[config.mk]
export PLATFORM = sky130hd
export DESIGN_NAME = mist1032isa_uart_tx_arbiter_flat
export DESIGN_NICKNAME = d
export VERILOG_FILES = /design/src/rtl/mist1032isa_uart_tx_arbiter_if.sv /design/src/rtl/mist1032isa_uart_tx_arbiter.sv /design/src/flat_wrapper.sv
export SDC_FILE = /design/constraint.sdc
export NUM_CORES = 1
export LEC_CHECK = 0
export ABC_CLOCK_PERIOD_IN_PS = 2500
export BUFFER_PORTS_ARGS = -buffer_cell sky130_fd_sc_hd__buf_2
export CAP_MARGIN = 25
export CORE_ASPECT_RATIO = 0.8
export CORE_UTILIZATION = 55
export CTS_CLUSTER_DIAMETER = 50
export CTS_CLUSTER_SIZE = 24
export DETAILED_ROUTE_END_ITERATION = 16
export PLACE_DENSITY = 0.89
export SYNTH_ARGS = -nofsm -noshare
export SYNTH_HDL_FRONTEND = slang
export SYNTH_HIERARCHICAL = 1
export SYNTH_SLANG_ARGS = --single-unit
export TNS_END_PERCENT = 5
[constraint.sdc]
create_clock -name iCLOCK -period 2.5 [get_ports iCLOCK]
set_clock_uncertainty 0.15 [all_clocks]
set_input_delay 0.5 -clock iCLOCK [delete_from_list [all_inputs] [get_ports iCLOCK]]
set_output_delay 0.5 -clock iCLOCK [all_outputs]
set_load 0.005 [all_outputs]
[src/rtl/mist1032isa_uart_tx_arbiter_if.sv]
// Bundle of the requester-side slot handshake and the UART transmitter link for the tx arbiter.
// The slave modport is the arbiter's view; the master modport is the environment's view.
interface mist1032isa_uart_tx_arbiter_if;
   logic [3:0]  iREQ_VALID;
   logic [31:0] iREQ_DATA;
   logic [3:0]  oREQ_READY;
   logic [3:0]  iENABLE_MASK;
   logic        oTX_REQ;
   logic [7:0]  oTX_DATA;
   logic        iTX_BUSY;
   logic        oACTIVE;
   logic [1:0]  oACTIVE_ID;
   logic        oTIMEOUT;

   modport slave (
      input  iREQ_VALID, iREQ_DATA, iENABLE_MASK, iTX_BUSY,
      output oREQ_READY, oTX_REQ, oTX_DATA, oACTIVE, oACTIVE_ID, oTIMEOUT
   );

   modport master (
      output iREQ_VALID, iREQ_DATA, iENABLE_MASK, iTX_BUSY,
      input  oREQ_READY, oTX_REQ, oTX_DATA, oACTIVE, oACTIVE_ID, oTIMEOUT
   );
endinterface

[src/rtl/mist1032isa_uart_tx_arbiter.sv]
// Four-slot round-robin arbiter feeding single bytes to a UART transmitter,
// with a bounded wait for the transmitter to acknowledge via its busy flag.
module mist1032isa_uart_tx_arbiter_slot (
   input  logic       iCLOCK,
   input  logic       iRESET,
   input  logic       iVALID,
   input  logic [7:0] iDATA,
   input  logic       iFREE,
   output logic       oFULL,
   output logic [7:0] oDATA
);
   // A slot is only freed while full, so accept and free never collide.
   always_ff @(posedge iCLOCK or posedge iRESET) begin
      if (iRESET) begin
         oFULL <= 1'b0;
         oDATA <= 8'h00;
      end else if (iVALID && !oFULL) begin
         oFULL <= 1'b1;
         oDATA <= iDATA;
      end else if (iFREE) begin
         oFULL <= 1'b0;
      end
   end
endmodule

module mist1032isa_uart_tx_arbiter #(
   parameter logic [7:0] WAIT_LIMIT = 8'd16
) (
   input logic                          iCLOCK,
   input logic                          iRESET,
   mist1032isa_uart_tx_arbiter_if.slave bus
);
   localparam int NUM_SLOTS = 4;

   typedef enum logic [1:0] {ARB, WAIT_BUSY, WAIT_DONE} state_t;

   state_t                          state_q, state_n;
   logic [NUM_SLOTS-1:0]            full;
   logic [NUM_SLOTS-1:0][7:0]       slot_data;
   logic [NUM_SLOTS-1:0]            slot_free;
   logic [NUM_SLOTS-1:0]            eligible;
   logic [1:0]                      ptr_q;
   logic [7:0]                      cnt_q, cnt_n;
   logic                            tx_req_q;
   logic [7:0]                      tx_data_q;
   logic [1:0]                      active_id_q;
   logic                            timeout_q;
   logic                            grant_valid;
   logic [1:0]                      grant_id;
   logic                            do_grant, do_free, do_timeout;

   for (genvar n = 0; n < NUM_SLOTS; n++) begin : g_slot
      mist1032isa_uart_tx_arbiter_slot u_slot (
         .iCLOCK (iCLOCK),
         .iRESET (iRESET),
         .iVALID (bus.iREQ_VALID[n]),
         .iDATA  (bus.iREQ_DATA[8*n +: 8]),
         .iFREE  (slot_free[n]),
         .oFULL  (full[n]),
         .oDATA  (slot_data[n])
      );
   end

   assign eligible  = full & bus.iENABLE_MASK;
   assign slot_free = do_free ? (4'b0001 << active_id_q) : 4'b0000;

   // Scan from the farthest offset down so the nearest eligible slot to ptr wins.
   always_comb begin
      logic [1:0] idx;
      grant_valid = 1'b0;
      grant_id    = ptr_q;
      idx         = ptr_q;
      for (int i = NUM_SLOTS - 1; i >= 0; i--) begin
         idx = ptr_q + 2'(i);
         if (eligible[idx]) begin
            grant_valid = 1'b1;
            grant_id    = idx;
         end
      end
   end

   always_comb begin
      state_n    = state_q;
      cnt_n      = cnt_q;
      do_grant   = 1'b0;
      do_free    = 1'b0;
      do_timeout = 1'b0;
      case (state_q)
         ARB: begin
            if (!bus.iTX_BUSY && grant_valid) begin
               do_grant = 1'b1;
               cnt_n    = 8'd0;
               state_n  = WAIT_BUSY;
            end
         end
         WAIT_BUSY: begin
            if (bus.iTX_BUSY) begin
               state_n = WAIT_DONE;
            end else begin
               cnt_n = cnt_q + 8'd1;
               // Slot stays full and ptr is untouched, so ARB retries the same byte.
               if (cnt_q + 8'd1 == WAIT_LIMIT) begin
                  do_timeout = 1'b1;
                  state_n    = ARB;
               end
            end
         end
         WAIT_DONE: begin
            if (!bus.iTX_BUSY) begin
               do_free = 1'b1;
               state_n = ARB;
            end
         end
         default: state_n = ARB;
      endcase
   end

   always_ff @(posedge iCLOCK or posedge iRESET) begin
      if (iRESET) begin
         state_q     <= ARB;
         cnt_q       <= 8'd0;
         ptr_q       <= 2'd0;
         tx_req_q    <= 1'b0;
         tx_data_q   <= 8'h00;
         active_id_q <= 2'd0;
         timeout_q   <= 1'b0;
      end else begin
         state_q   <= state_n;
         cnt_q     <= cnt_n;
         tx_req_q  <= do_grant;
         timeout_q <= do_timeout;
         if (do_grant) begin
            tx_data_q   <= slot_data[grant_id];
            active_id_q <= grant_id;
         end
         if (do_free) ptr_q <= active_id_q + 2'd1;
      end
   end

   assign bus.oREQ_READY = ~full;
   assign bus.oTX_REQ    = tx_req_q;
   assign bus.oTX_DATA   = tx_data_q;
   assign bus.oACTIVE    = (state_q != ARB);
   assign bus.oACTIVE_ID = active_id_q;
   assign bus.oTIMEOUT   = timeout_q;
endmodule

[src/flat_wrapper.sv]
// flat-port wrapper written by rule: the top's interface ports become plain ports
module mist1032isa_uart_tx_arbiter_flat 
#(
   parameter logic [7:0] WAIT_LIMIT = 8'd16
)
  (iCLOCK, iRESET, bus_iREQ_VALID, bus_iREQ_DATA, bus_iENABLE_MASK, bus_iTX_BUSY, bus_oREQ_READY, bus_oTX_REQ, bus_oTX_DATA, bus_oACTIVE, bus_oACTIVE_ID, bus_oTIMEOUT);
  mist1032isa_uart_tx_arbiter_if bus_i ();
  input logic iCLOCK;
  input logic iRESET;
  input wire logic [$bits(bus_i.iREQ_VALID)-1:0] bus_iREQ_VALID;
  input wire logic [$bits(bus_i.iREQ_DATA)-1:0] bus_iREQ_DATA;
  input wire logic [$bits(bus_i.iENABLE_MASK)-1:0] bus_iENABLE_MASK;
  input wire logic [$bits(bus_i.iTX_BUSY)-1:0] bus_iTX_BUSY;
  output wire logic [$bits(bus_i.oREQ_READY)-1:0] bus_oREQ_READY;
  output wire logic [$bits(bus_i.oTX_REQ)-1:0] bus_oTX_REQ;
  output wire logic [$bits(bus_i.oTX_DATA)-1:0] bus_oTX_DATA;
  output wire logic [$bits(bus_i.oACTIVE)-1:0] bus_oACTIVE;
  output wire logic [$bits(bus_i.oACTIVE_ID)-1:0] bus_oACTIVE_ID;
  output wire logic [$bits(bus_i.oTIMEOUT)-1:0] bus_oTIMEOUT;
  assign bus_i.iREQ_VALID = bus_iREQ_VALID;
  assign bus_i.iREQ_DATA = bus_iREQ_DATA;
  assign bus_i.iENABLE_MASK = bus_iENABLE_MASK;
  assign bus_i.iTX_BUSY = bus_iTX_BUSY;
  assign bus_oREQ_READY = bus_i.oREQ_READY;
  assign bus_oTX_REQ = bus_i.oTX_REQ;
  assign bus_oTX_DATA = bus_i.oTX_DATA;
  assign bus_oACTIVE = bus_i.oACTIVE;
  assign bus_oACTIVE_ID = bus_i.oACTIVE_ID;
  assign bus_oTIMEOUT = bus_i.oTIMEOUT;
  mist1032isa_uart_tx_arbiter #(.WAIT_LIMIT(WAIT_LIMIT)) u_core (.iCLOCK(iCLOCK), .iRESET(iRESET), .bus(bus_i));
endmodule
Word level (Yosys, flattened, before mapping)
Index checks and enable logic that the tools add are counted.
{ "op_classes": {"shifts": 1, "mux": 42, "n_addsub": 5, "bitwise": 2, "reduce_logical": 19, "n_lt_le_gt_ge": 5, "eq_ne": 7} }
{ "op_table": {"columns": ["cell", "count"], "rows": [
  ["2-to-1 mux 8 bit", 3],
  ["2-to-1 mux 1 bit", 23],
  ["binary-select mux 8 bit (select 2 bit)", 1],
  ["2-to-1 mux 2 bit", 8],
  ["case mux 8 bit (2 select lines)", 1],
  ["< comparator 2 x 3 -> 1 bit (second input constant)", 5],
  ["nonzero test 2 bit", 6],
  ["adder 8 x 1 -> 8 bit (second input constant)", 1],
  ["binary-select mux 1 bit (select 2 bit)", 4],
  ["== test 8 x 5 -> 1 bit (second input constant)", 1],
  ["case mux 2 bit (3 select lines)", 1],
  ["AND reduction 3 bit", 2],
  ["logical AND 1 bit", 5],
  ["logical NOT 1 bit", 5],
  ["adder 2 x 1 -> 2 bit (second input constant)", 2],
  ["adder 2 bit (second input constant)", 2],
  ["AND 4 bit", 1],
  ["2-to-1 mux 4 bit", 1],
  ["inequality test 2 bit (second input constant)", 2],
  ["NOT 4 bit", 1],
  ["<< shifter 1 x 2 -> 4 bit (first input constant)", 1],
  ["inequality test 3 x 2 -> 1 bit (second input constant)", 1],
  ["== test 2 x 1 -> 1 bit (second input constant)", 1],
  ["== test 2 bit (second input constant)", 1],
  ["other kinds (2)", 2]
]} }
{ "totals": {"elab_cells": 96, "out_inout_bits": 17, "ff_bits": 60, "in_bits": 43} }

Depth between registers and ports, before layout
Gate-level depths: netlist (run 1).
{ "depth": {"depth_word": 10, "depth_mapped": 7, "mapped_depth_nobuf": 5} }

Hierarchy
Netlist (run 1), hierarchy kept.
{ "modules_own_cells": {"columns": ["mod", "cells_per_inst", "area_each_um2", "seq_area_each_um2", "n_inst"], "rows": [
  ["mist1032isa_uart_tx_arbiter_slot", 22, 377.9, 225.2, 4],
  ["mist1032isa_uart_tx_arbiter", 149, 1508.9, 600.6, 1]
]} }

Worst setup path after synthesis (run 1)
Ideal clock, no wire load.
{ "synth_timing": {"path_type": "input-to-reg", "from": "in bus_iENABLE_MASK[1]", "to": "reg u_core.tx_data_q[0] (netlist: u_core/bus.oTX_DATA[0])", "n_path_buf": 1, "path_slack_ns": 0.556, "path_stages": 5, "t_arrival_ns": 1.701, "setup_time_ns": 0.094, "required_ns": 2.256, "cell_sequence": "and2_1 -> or4_4 -> and3_4 -> buf_6 -> a221oi_2"} }
{ "synth_via": {"elab_chain_cells": 10, "elab_cells_between_ends": 22, "classes_between": "20 x mux; 1 x bitwise; 1 x reduce/logical"} }
{ "synth_rtl": {"columns": ["item", "line", "text"], "rows": [
  ["start, declared", "flat_wrapper.sv:12", "input wire logic [$bits(bus_i.iENABLE_MASK)-1:0] bus_iENABLE_MASK;"],
  ["AND 4 bit *", "mist1032isa_uart_tx_arbiter.sv:64", "assign eligible = full & bus.iENABLE_MASK;"],
  ["binary-select mux 1 bit (select 2 bit)", "mist1032isa_uart_tx_arbiter.sv:75", "if (eligible[idx]) begin"],
  ["2-to-1 mux 1 bit (not written as such)", "mist1032isa_uart_tx_arbiter.sv:75", null],
  ["2-to-1 mux 1 bit (4 in series)", "mist1032isa_uart_tx_arbiter.sv:75", null],
  ["logical AND 1 bit", "mist1032isa_uart_tx_arbiter.sv:90", "if (!bus.iTX_BUSY && grant_valid) begin"],
  ["2-to-1 mux 1 bit", "mist1032isa_uart_tx_arbiter.sv:90", null],
  ["2-to-1 mux 1 bit", "mist1032isa_uart_tx_arbiter.sv:88", "case (state_q)"],
  ["end signal, assigned", "mist1032isa_uart_tx_arbiter.sv:133", "tx_data_q <= slot_data[grant_id];"],
  ["end, declared", "mist1032isa_uart_tx_arbiter.sv:45", "logic [7:0] tx_data_q;"]
]} }
Every way passes the cells marked *; elsewhere a longest branch is shown, timed or not. The select of a mux whose other input is x is not followed.
A chain may end at the register's enable or synchronous reset.

Final worst setup path (run 1)
{ "layout_timing": {"from": "reg u_core.g_slot[2].u_slot.oFULL", "to": "reg u_core.tx_data_q[7] (netlist: u_core/bus.oTX_DATA[7])"} }
{ "layout_via": {"elab_chain_cells": 10, "elab_cells_between_ends": 22, "classes_between": "20 x mux; 1 x bitwise; 1 x reduce/logical"} }
{ "layout_rtl": {"columns": ["item", "line", "text"], "rows": [
  ["start, declared", "mist1032isa_uart_tx_arbiter.sv:9", "output logic oFULL,"],
  ["start signal, assigned", "mist1032isa_uart_tx_arbiter.sv:15", "oFULL <= 1'b0;"],
  ["start signal, assigned", "mist1032isa_uart_tx_arbiter.sv:18", "oFULL <= 1'b1;"],
  ["start signal, assigned", "mist1032isa_uart_tx_arbiter.sv:21", "oFULL <= 1'b0;"],
  ["AND 4 bit *", "mist1032isa_uart_tx_arbiter.sv:64", null],
  ["binary-select mux 1 bit (select 2 bit)", "mist1032isa_uart_tx_arbiter.sv:75", null],
  ["2-to-1 mux 1 bit (not written as such)", "mist1032isa_uart_tx_arbiter.sv:75", null],
  ["2-to-1 mux 1 bit (4 in series)", "mist1032isa_uart_tx_arbiter.sv:75", null],
  ["logical AND 1 bit", "mist1032isa_uart_tx_arbiter.sv:90", null],
  ["2-to-1 mux 1 bit", "mist1032isa_uart_tx_arbiter.sv:90", null],
  ["2-to-1 mux 1 bit", "mist1032isa_uart_tx_arbiter.sv:88", null]
]} }
Marked as above.

==> results.sh, run 1 <==
export IMPL_fin_area_sq_um=3570
export IMPL_cts_hold_buf=0
export IMPL_die_y_microns=68.3
export IMPL_avgSynthCellArea_sq_um=12.7
export IMPL_dr_pass1_iters=11
export IMPL_yosysTopAreaCellShare_pct=49.7
export IMPL_wl_microns=6630
export IMPL_finalNetCount=351
export IMPL_ioPinCount=60
export IMPL_cts_resized=0
export IMPL_critPathKind="reg2reg"
export IMPL_placed_cell_area_sq_um=3360
export IMPL_leakage_uw=0.00172
export IMPL_yosys_cell_types_count=38
export IMPL_crit_path_start_kind="register"
export IMPL_clockPowerShare_pct=22.4
export IMPL_rsz0062_at_grt="false"
export IMPL_finalMaxSlewViolations=0
export IMPL_viasPerCell=5.76
export IMPL_path_clk_slew_ns=0.06
export IMPL_cp_required_ns=2.54
export IMPL_place_hpwl_microns=4980
export IMPL_setup_ws_ns=0.346
export IMPL_fin_util_pct=69.4
export IMPL_critPathArrivalTime_ns=2.19
export IMPL_dieArea_sq_um=5790
export IMPL_rows=23
export IMPL_antenna_found_initial=0
export IMPL_cts_tree="yes"
export IMPL_status="complete, but fails checks"
export IMPL_synth_edf_count=0
export IMPL_finalSetupViolCount=0
export IMPL_grt_max_degree=25
export IMPL_timing_final_crit_period_ns=2.15
export IMPL_die_width_microns=84.9
export IMPL_grt_pass1_vias=2041
export IMPL_netlist_area_sq_um=3020
export IMPL_drive_above_1_share_pct=42.2
export IMPL_area_growth_pct=18.3
export IMPL_fillers=368
export IMPL_root_buffer="clkbuf_8"
export IMPL_cts_buffer_depth=2
export IMPL_ir_drop_uv=520
export IMPL_pwr_share_seq_pct=40.4
export IMPL_yosysSeqAreaShare_pct=49.7
export IMPL_finalHoldViolCount=0
export IMPL_slew_headroom_pct=54.0
export IMPL_ys_flop_type="dfrtp_1"
export IMPL_grt_use_total_pct=25.3
export IMPL_drt_iter0_drc=200
export IMPL_yosysMostFrequentCell="dfrtp_1"
export IMPL_maxCapViolations=0
export IMPL_dp_slack_ns=0.338
export IMPL_vias=2132
export IMPL_powerDensity_nw_per_um2=1180
export IMPL_switching_share_pct=33.2
export IMPL_period_share_pct=86.1
export IMPL_syn_num_nets=285
export IMPL_ys_top_cells_by_area="dfrtp_1 50%, mux2_4 16%, mux2i_1 5.3%"
export IMPL_syn_inst=237
export IMPL_drcViolationCount=5
export IMPL_p_int_uw=2810
export IMPL_n_antenna_cell=0
export IMPL_pwr_share_comb_pct=37.2
export IMPL_cts_setup_buffers=0
export IMPL_overflow=0
export IMPL_max_freq_ghz=0.464
export IMPL_finalNonFillerCells=370
export IMPL_cts_sinks=60
export IMPL_portBuffers=59
export IMPL_cts_buffers_inserted=9
export IMPL_dp_cells=354
export IMPL_worstSetupEndpointType="register"
export IMPL_async_flop_share_pct=100
export IMPL_violations="design-rule violations"
export IMPL_finalSetupTns_ns=0
export IMPL_grt_pass1_wl_microns=10500
export IMPL_core_sq_um=5150
export IMPL_crit_path_max_fanout=9
export IMPL_gp_congestion=0.836
export IMPL_yosys_top_cells_count="60 x dfrtp_1, 32 x mux2_4, 20 x nor2_1"
export IMPL_start_util_pct=58.6
export IMPL_insertion_delay_ns=0.34
export IMPL_switchingPower_uw=1400
export IMPL_ant_nets=0
export IMPL_post_drt_wl_per_cell_microns=17.9
export IMPL_synth_top_cell_by_area="dfrtp_1"
export IMPL_ys_seq_elements=60
export IMPL_yosysWarnings=6
export IMPL_worstHoldPathType="in2async"
export IMPL_worst_slew_pin_slew_ns=0.689
export IMPL_htree_levels=3
-- final timing paths --
| check | startpoint | endpoint | slack (ns) | cells after the start |
|---|---|---|---|---|
| max | u_core/g_slot[2].u_slot/oFULL$_DFFE_PP0P_ | u_core/bus.oTX_DATA[7]$_DFFE_PP0P_ | 0.35 | 4 |
| min | iRESET | u_core/g_slot[2].u_slot/oDATA[1]$_DFFE_PP0P_ | 0.008 | 2 |
| max reg2reg | u_core/g_slot[2].u_slot/oFULL$_DFFE_PP0P_ | u_core/bus.oTX_DATA[7]$_DFFE_PP0P_ | 0.35 | 4 |
| min reg2reg | u_core/cnt_q[7]$_DFFE_PP0P_ | u_core/cnt_q[7]$_DFFE_PP0P_ | 0.35 | 1 |
| max in group asynchronous | iRESET | u_core/bus.oTX_DATA[4]$_DFFE_PP0P_ | 1.85 | 3 |
| min in group iCLOCK | bus_iREQ_DATA[16] | u_core/g_slot[2].u_slot/oDATA[0]$_DFFE_PP0P_ | 0.24 | 2 |
-- worst max-delay path, stage by stage (launching register included) --
cell,delay (ns)
dfrtp_1,0.54
a22oi_2,0.17
a2111oi_4,0.56
a21boi_4,0.49
a221oi_2,0.11
-- registers in the layout, summed over array words and instances (netlist names) --
register,flops
u_core/cnt_q,8
u_core/bus.oTIMEOUT,1
u_core/bus.oACTIVE_ID,2
u_core/bus.oTX_DATA,8
u_core/bus.oTX_REQ,1
u_core/g_slot.u_slot/oDATA,32
u_core/ptr_q,2
u_core/state_q,2
u_core/g_slot.u_slot/oFULL,4
-- through the flow --
step	hold WS (ns)	power (uW)
final	0.00805	4220
after global routing	0.0159	4440
after CTS	0.00944	4230
after detailed placement	0.342	3240
after global placement	0.332	3130
after floorplan	0.178	2770
-- power groups by stage --
stage	clock network (uW)	registers, uW	logic, uW
2_1_floorplan	0	1600	1170
3_3_place_gp	0	1670	1460
3_5_place_dp	0	1700	1540
4_1_cts	963	1690	1570
5_1_grt	1010	1750	1690
6_report	946	1700	1570
-- metal layers --
layer  GRT usage [%]  vias to the layer above  routed length, microns
li1                -                      975                       -
met1            33.0                     1035                    2930
met2            39.7                      108                    3050
met3            9.29                       14                     543
met4            8.47                        0                     102
met5               0                        -                       0
-- layout make-up --
cell class | count | area (sq um) | share of cell area, %
clock inverter | 4 | 72.6 | 2.03
inverter | 12 | 45.0 | 1.26
multi-input combinational | 157 | 1390 | 39.0
clock buffer | 12 | 145 | 4.06
timing repair buffer | 63 | 338 | 9.45
tap | 62 | 77.6 | 2.17
sequential | 60 | 1500 | 42.0
-- cell usage in the layout, fill, tap and decap left out, types with 3 or more instances in the layout --
cell,count
dfrtp_1,60
buf_2,59
mux2_4,32
nor2_1,20
mux2i_1,16
o21ai_0,15
nand2_1,13
inv_1,12
clkbuf_8,10
a221oi_2,8
and2_1,5
a21oi_1,5
ha_1,5
nor2b_2,4
nor3_1,3
nand2b_1,3
nand4_1,3
buf_4,3
-- cell families after synthesis --
kind of cell | share of synthesized area, %
fa+ha+maj | 2.07
mux | 21.6
buf+inv | 4.14
simple gates | 10.6
flops | 49.7
compound gates | 11.9
(Power assumes the default switching activity.)
==> inputs of run 2 (changes only) <==
CORE_ASPECT_RATIO = default   (was 0.8)
==> results.sh, run 2 (synthesis gave the netlist of run 1 again) <==
export IMPL_crit_path_max_fanout=17
export IMPL_finalMaxSlewViolations=0
export IMPL_worstHoldPathType="in2async"
export IMPL_path_clk_slew_ns=0.06
export IMPL_vias=2049
export IMPL_portBuffers=59
export IMPL_rsz0062_at_grt="false"
export IMPL_ir_drop_uv=490
export IMPL_drive_above_1_share_pct=42.5
export IMPL_powerDensity_nw_per_um2=1140
export IMPL_antenna_found_initial=0
export IMPL_reg2reg_from="u_core/g_slot[2].u_slot/oFULL$_DFFE_PP0P_"
export IMPL_cp_required_ns=2.55
export IMPL_htree_levels=3
export IMPL_maxCapViolations=0
export IMPL_drcViolationCount=0
export IMPL_layout_common_cells="60 x dfrtp_1, 59 x buf_2, 32 x mux2_4"
export IMPL_place_hpwl_microns=4710
export IMPL_slew_headroom_pct=60.3
export IMPL_die_y_microns=76.1
export IMPL_grt_pass1_wl_microns=10800
export IMPL_critPathArrivalTime_ns=2.22
export IMPL_status="complete, no violations"
export IMPL_placed_cell_area_sq_um=3360
export IMPL_area_growth_pct=17.1
export IMPL_timing_final_crit_period_ns=2.17
export IMPL_cts_buffer_depth=2
export IMPL_cts_buffers_inserted=9
export IMPL_finalSetupViolCount=0
export IMPL_rows=26
export IMPL_cts_resized=0
export IMPL_start_util_pct=58.0
export IMPL_n_antenna_cell=0
export IMPL_viasPerCell=5.45
export IMPL_fin_area_sq_um=3540
export IMPL_grt_pass1_vias=2152
export IMPL_top_register="u_core/g_slot.u_slot/oDATA"
export IMPL_cts_hold_buf=0
export IMPL_finalNetCount=352
export IMPL_drt_iter0_drc=159
export IMPL_worst_slew_pin_slew_ns=0.593
export IMPL_cts_sinks=60
export IMPL_cts_setup_buffers=0
export IMPL_gp_congestion=0.807
export IMPL_cts_tree="yes"
export IMPL_cp_endpoint="u_core/bus.oTX_DATA[0]$_DFFE_PP0P_"
export IMPL_layout_commonest_cell="dfrtp_1"
export IMPL_met3_usage_pct=7.31
export IMPL_met1_usage_pct=32.2
export IMPL_finalHoldViolCount=0
export IMPL_grt_max_degree=25
export IMPL_worstSetupEndpointType="register"
export IMPL_critPathKind="reg2reg"
export IMPL_ant_nets=0
export IMPL_dr_pass1_iters=5
export IMPL_rrSetupSlack_ns=0.33
export IMPL_grt_use_total_pct=24.5
export IMPL_met2_usage_pct=38.1
export IMPL_worst_r2r_cell_count=6
export IMPL_r2r_end="u_core/bus.oTX_DATA[0]$_DFFE_PP0P_"
export IMPL_finalSetupTns_ns=0
export IMPL_insertion_delay_ns=0.33
export IMPL_post_drt_wl_per_cell_microns=17.1
export IMPL_ioPinCount=60
export IMPL_startpoint="u_core/g_slot[2].u_slot/oFULL$_DFFE_PP0P_"
export IMPL_largest_register_ffs=32
export IMPL_top_usage_layer="met2"
export IMPL_dieArea_sq_um=5790
export IMPL_crit_path_start_kind="register"
export IMPL_overflow=0
export IMPL_max_freq_ghz=0.461
export IMPL_root_buffer="clkbuf_8"
export IMPL_core_sq_um=5200
export IMPL_die_width_microns=76.1
export IMPL_period_share_pct=86.7
export IMPL_wl_microns=6440
export IMPL_leakage_uw=0.00171
==> run 2: layout make-up <==
cell class	count	area, sq um
multi-input cells	157	1390
well taps	70	87.6
flip-flops and latches	60	1500
inverters	12	45.0
fillers	383	1670
repair buffers	64	333
clock inverters	3	40.0
clock buffers	10	138
==> run 2: worst min path at each step <==
stage | from | endpoint | slack [ns] | cells after the start
3_5_place_dp | u_core/g_slot[0].u_slot/oDATA[3]$_DFFE_PP0P_ | u_core/g_slot[0].u_slot/oDATA[3]$_DFFE_PP0P_ | 0.35 | 1
3_3_place_gp | u_core/cnt_q[7]$_DFFE_PP0P_ | u_core/cnt_q[7]$_DFFE_PP0P_ | 0.33 | 1
4_1_cts | iRESET | u_core/g_slot[3].u_slot/oDATA[7]$_DFFE_PP0P_ | 0.009 | 2
2_1_floorplan | iRESET | u_core/g_slot[0].u_slot/oDATA[0]$_DFFE_PP0P_ | 0.18 | 1
6_report | iRESET | u_core/g_slot[3].u_slot/oDATA[5]$_DFFE_PP0P_ | 0.02 | 2
5_1_grt | iRESET | u_core/g_slot[1].u_slot/oDATA[7]$_DFFE_PP0P_ | 0.05 | 2
==> run 2: worst max-delay path, stage by stage, from the launching register on <==
cell and delay [ns]:
dfrtp_1 0.48, a22oi_2 0.32, nand2_1 0.11, a22oi_1 0.19
buf_4 0.33, mux2i_1 0.35, a221oi_2 0.11
==> run 2: power by group <==
part / leakage [uW] / total (uW) / switching [uW] / internal [uW]
logic: 0.000890 / 1520 / 683 / 833
clock network: 0.0000939 / 806 / 339 / 467
registers: 0.000726 / 1700 / 321 / 1370
==> run 2: through the flow <==
stage                     utilization [%]  power (uW)  setup slack, ns  hold WS, ns  instances
after floorplan                         -        2770            0.556        0.178        237
after detailed placement             64.6        3190            0.345        0.347        363
after global placement               64.6        3100            0.421        0.329        363
after CTS                            68.0        4030            0.330      0.00928        376
final                                68.0        4020            0.333       0.0179        376
after global routing                 68.0        4260            0.239       0.0464        376
==> run 2: metal layers <==
layer  up-vias  wire length (microns)
met1       995                   2880
met4         0                     91
met5         -                      0
met3         8                    409
met2        72                   3050
li1        974                      -
==> inputs of run 3 (changes only) <==
ABC_AREA = 1   (was default)
CAP_MARGIN = default   (was 25)
PLACE_DENSITY = 0.88   (was 0.89)
==> results.sh, run 3 <==
export IMPL_die_width_microns=78.3
export IMPL_ant_nets=0
export IMPL_post_drt_wl_per_cell_microns=12.7
export IMPL_startpoint="u_core/ptr_q[0]$_DFFE_PP0P_"
export IMPL_dieArea_sq_um=6140
export IMPL_powerDensity_nw_per_um2=1270
export IMPL_worst_slew_pin_slew_ns=0.382
export IMPL_cp_cell_sequence="inv_2 > nand2_1 > nand3_1 > nand2_1 > nand2_1 > nand3_2 > nand2_4 > or2_2 > nand3_1 > nand3_1"
export IMPL_slew_headroom_pct=74.5
export IMPL_viasPerCell=5.17
export IMPL_netlist_area_sq_um=3200
export IMPL_crit_path_max_fanout=23
export IMPL_die_y_microns=78.3
export IMPL_top_register="u_core/g_slot.u_slot/oDATA"
export IMPL_cts_tree="yes"
export IMPL_ir_drop_uv=679
export IMPL_critPathMaxStageDelay_ns=0.50
export IMPL_overflow=0
export IMPL_path_clk_slew_ns=0.06
export IMPL_status="complete, no violations"
export IMPL_synth_edf_count=0
export IMPL_rsz0062_at_grt="false"
export IMPL_finalNonFillerCells=563
export IMPL_finalHoldViolCount=0
export IMPL_portBuffers=59
export IMPL_syn_num_nets=472
export IMPL_worstHoldPathType="in2async"
export IMPL_cts_setup_buffers=0
export IMPL_worstSetupEndpointType="register"
export IMPL_yosysWarnings=6
export IMPL_place_hpwl_microns=5470
export IMPL_finalMaxSlewViolations=0
export IMPL_drive_above_1_share_pct=20.2
export IMPL_ys_top_cells_by_area="dfrtp_1 47%, nand2_1 18%, nand3_1 12%"
export IMPL_root_buffer="clkbuf_8"
export IMPL_synth_top_cell_by_area="dfrtp_1"
export IMPL_layout_common_cells="155 x nand2_1, 74 x nand3_1, 59 x buf_2, 59 x dfrtp_1, 53 x inv_1"
export IMPL_rows=27
export IMPL_wl_microns=7140
export IMPL_yosys_top_cells_count="155 x nand2_1, 74 x nand3_1, 60 x dfrtp_1"
export IMPL_cp_required_ns=2.56
export IMPL_drcViolationCount=0
export IMPL_timing_final_crit_period_ns=2.17
export IMPL_yosysTopAreaCellShare_pct=46.9
export IMPL_yosysMostFrequentCell="nand2_1"
export IMPL_insertion_delay_ns=0.32
export IMPL_async_flop_share_pct=100
export IMPL_finalSetupViolCount=0
export IMPL_grt_pass1_wl_microns=12200
export IMPL_grt_pass1_vias=2726
export IMPL_area_growth_pct=16.5
export IMPL_period_share_pct=86.7
export IMPL_grt_max_degree=25
export IMPL_max_freq_ghz=0.462
export IMPL_dr_pass1_iters=4
export IMPL_cts_buffer_depth=2
export IMPL_n_antenna_cell=0
export IMPL_ioPinCount=60
export IMPL_gp_congestion=0.876
export IMPL_critPathArrivalTime_ns=2.22
export IMPL_drt_iter0_drc=151
export IMPL_core_sq_um=5570
export IMPL_dp_cells=549
export IMPL_finalNetCount=536
export IMPL_cts_buffers_inserted=9
export IMPL_yosysSeqAreaShare_pct=46.9
export IMPL_start_util_pct=57.5
export IMPL_layout_commonest_cell="nand2_1"
export IMPL_finalSetupTns_ns=0
export IMPL_maxCapViolations=0
export IMPL_vias=2912
export IMPL_avgSynthCellArea_sq_um=7.56
export IMPL_cts_sinks=60
export IMPL_crit_path_start_kind="register"
export IMPL_slowest_stage="dfrtp_2"
export IMPL_grt_use_total_pct=25.8
export IMPL_htree_levels=3
export IMPL_largest_register_ffs=32
export IMPL_antenna_found_initial=0
export IMPL_critPathKind="reg2reg"
export IMPL_ys_flop_type="dfrtp_1"
export IMPL_reg2reg_from="u_core/ptr_q[0]$_DFFE_PP0P_"
export IMPL_leakage_uw=0.00215
export IMPL_yosys_cell_types_count=24
export IMPL_syn_inst=424
export IMPL_rrSetupSlack_ns=0.33
export IMPL_ys_seq_elements=60
## run 3: final timing paths
check / endpoint / cells after the start
setup / recovery: u_core/bus.oTX_DATA[3]$_DFFE_PP0P_ / 10
hold / removal: u_core/g_slot[3].u_slot/oDATA[7]$_DFFE_PP0P_ / 2
setup reg to reg: u_core/bus.oTX_DATA[3]$_DFFE_PP0P_ / 10
hold reg to reg: u_core/g_slot[0].u_slot/oDATA[7]$_DFFE_PP0P_ / 2
max in group asynchronous: u_core/ptr_q[0]$_DFFE_PP0P_ / 3
min in group iCLOCK: u_core/g_slot[0].u_slot/oDATA[0]$_DFFE_PP0P_ / 3
## run 3: what timing repair did
action	in CTS	in global routing
resized for setup	0	1
hold buffers	0	0
setup endpoints to repair	0	4
## run 3: area by class of cell
| type | instances | area (sq um) |
|---|---|---|
| fillers | 447 | 1840 |
| flip-flops and latches | 60 | 1500 |
| multi-input cells | 295 | 1400 |
| repair buffers | 61 | 310 |
| inverters | 61 | 229 |
| clock buffers | 12 | 145 |
| well taps | 72 | 90.1 |
| clock inverters | 2 | 60.1 |
## run 3: cell families (layout without fill, tap and decap cells)
family | Yosys count | after routing | synth area share (%)
and+or+nand+nor | 265 | 265 | 37.0
buffers and inverters | 69 | 136 | 9.61
DFF | 60 | 60 | 46.9
AOI/OAI and AO/OA | 21 | 21 | 3.51
adders and majority gates | 5 | 5 | 1.95
xor gates and xnor gates | 4 | 4 | 1.09
## run 3: routing by layer
layer	track usage, %	share of wire (%)	vias up
met1	33.1	43	1353
met3	6.40	5.6	11
li1	-	-	1453
met5	0	0	-
met2	42.3	50	95
met4	9.44	1.3	0
## run 3: report_power, final
| part | switching [uW] | total [uW] | internal (uW) |
|---|---|---|---|
| clock | 339 | 917 | 578 |
| sequential | 307 | 1670 | 1360 |
| combinational | 1400 | 2140 | 745 |
| total | 2050 | 4730 | 2690 |
## run 3: per-stage QoR
step / setup WS, ns / power (uW) / utilization [%] / area (sq um) / hold slack, ns
3_5_place_dp: 0.219 / 3800 / 63.3 / 3530 / 0.303
2_1_floorplan: 0.679 / 3270 / - / 3200 / 0.178
6_report: 0.334 / 4730 / 67.0 / 3730 / 0.0271
3_3_place_gp: 0.316 / 3690 / 63.3 / 3530 / 0.302
4_1_cts: 0.195 / 4740 / 66.9 / 3730 / 0.0238
5_1_grt: 0.119 / 5160 / 67.0 / 3730 / 0.0443
## run 3: critical path, delay by kind of cell (launching register included)
family                 cells  cell delay, ns
DFF                        1            0.50
buffers and inverters      1            0.13
and+or+nand+nor            9            1.25
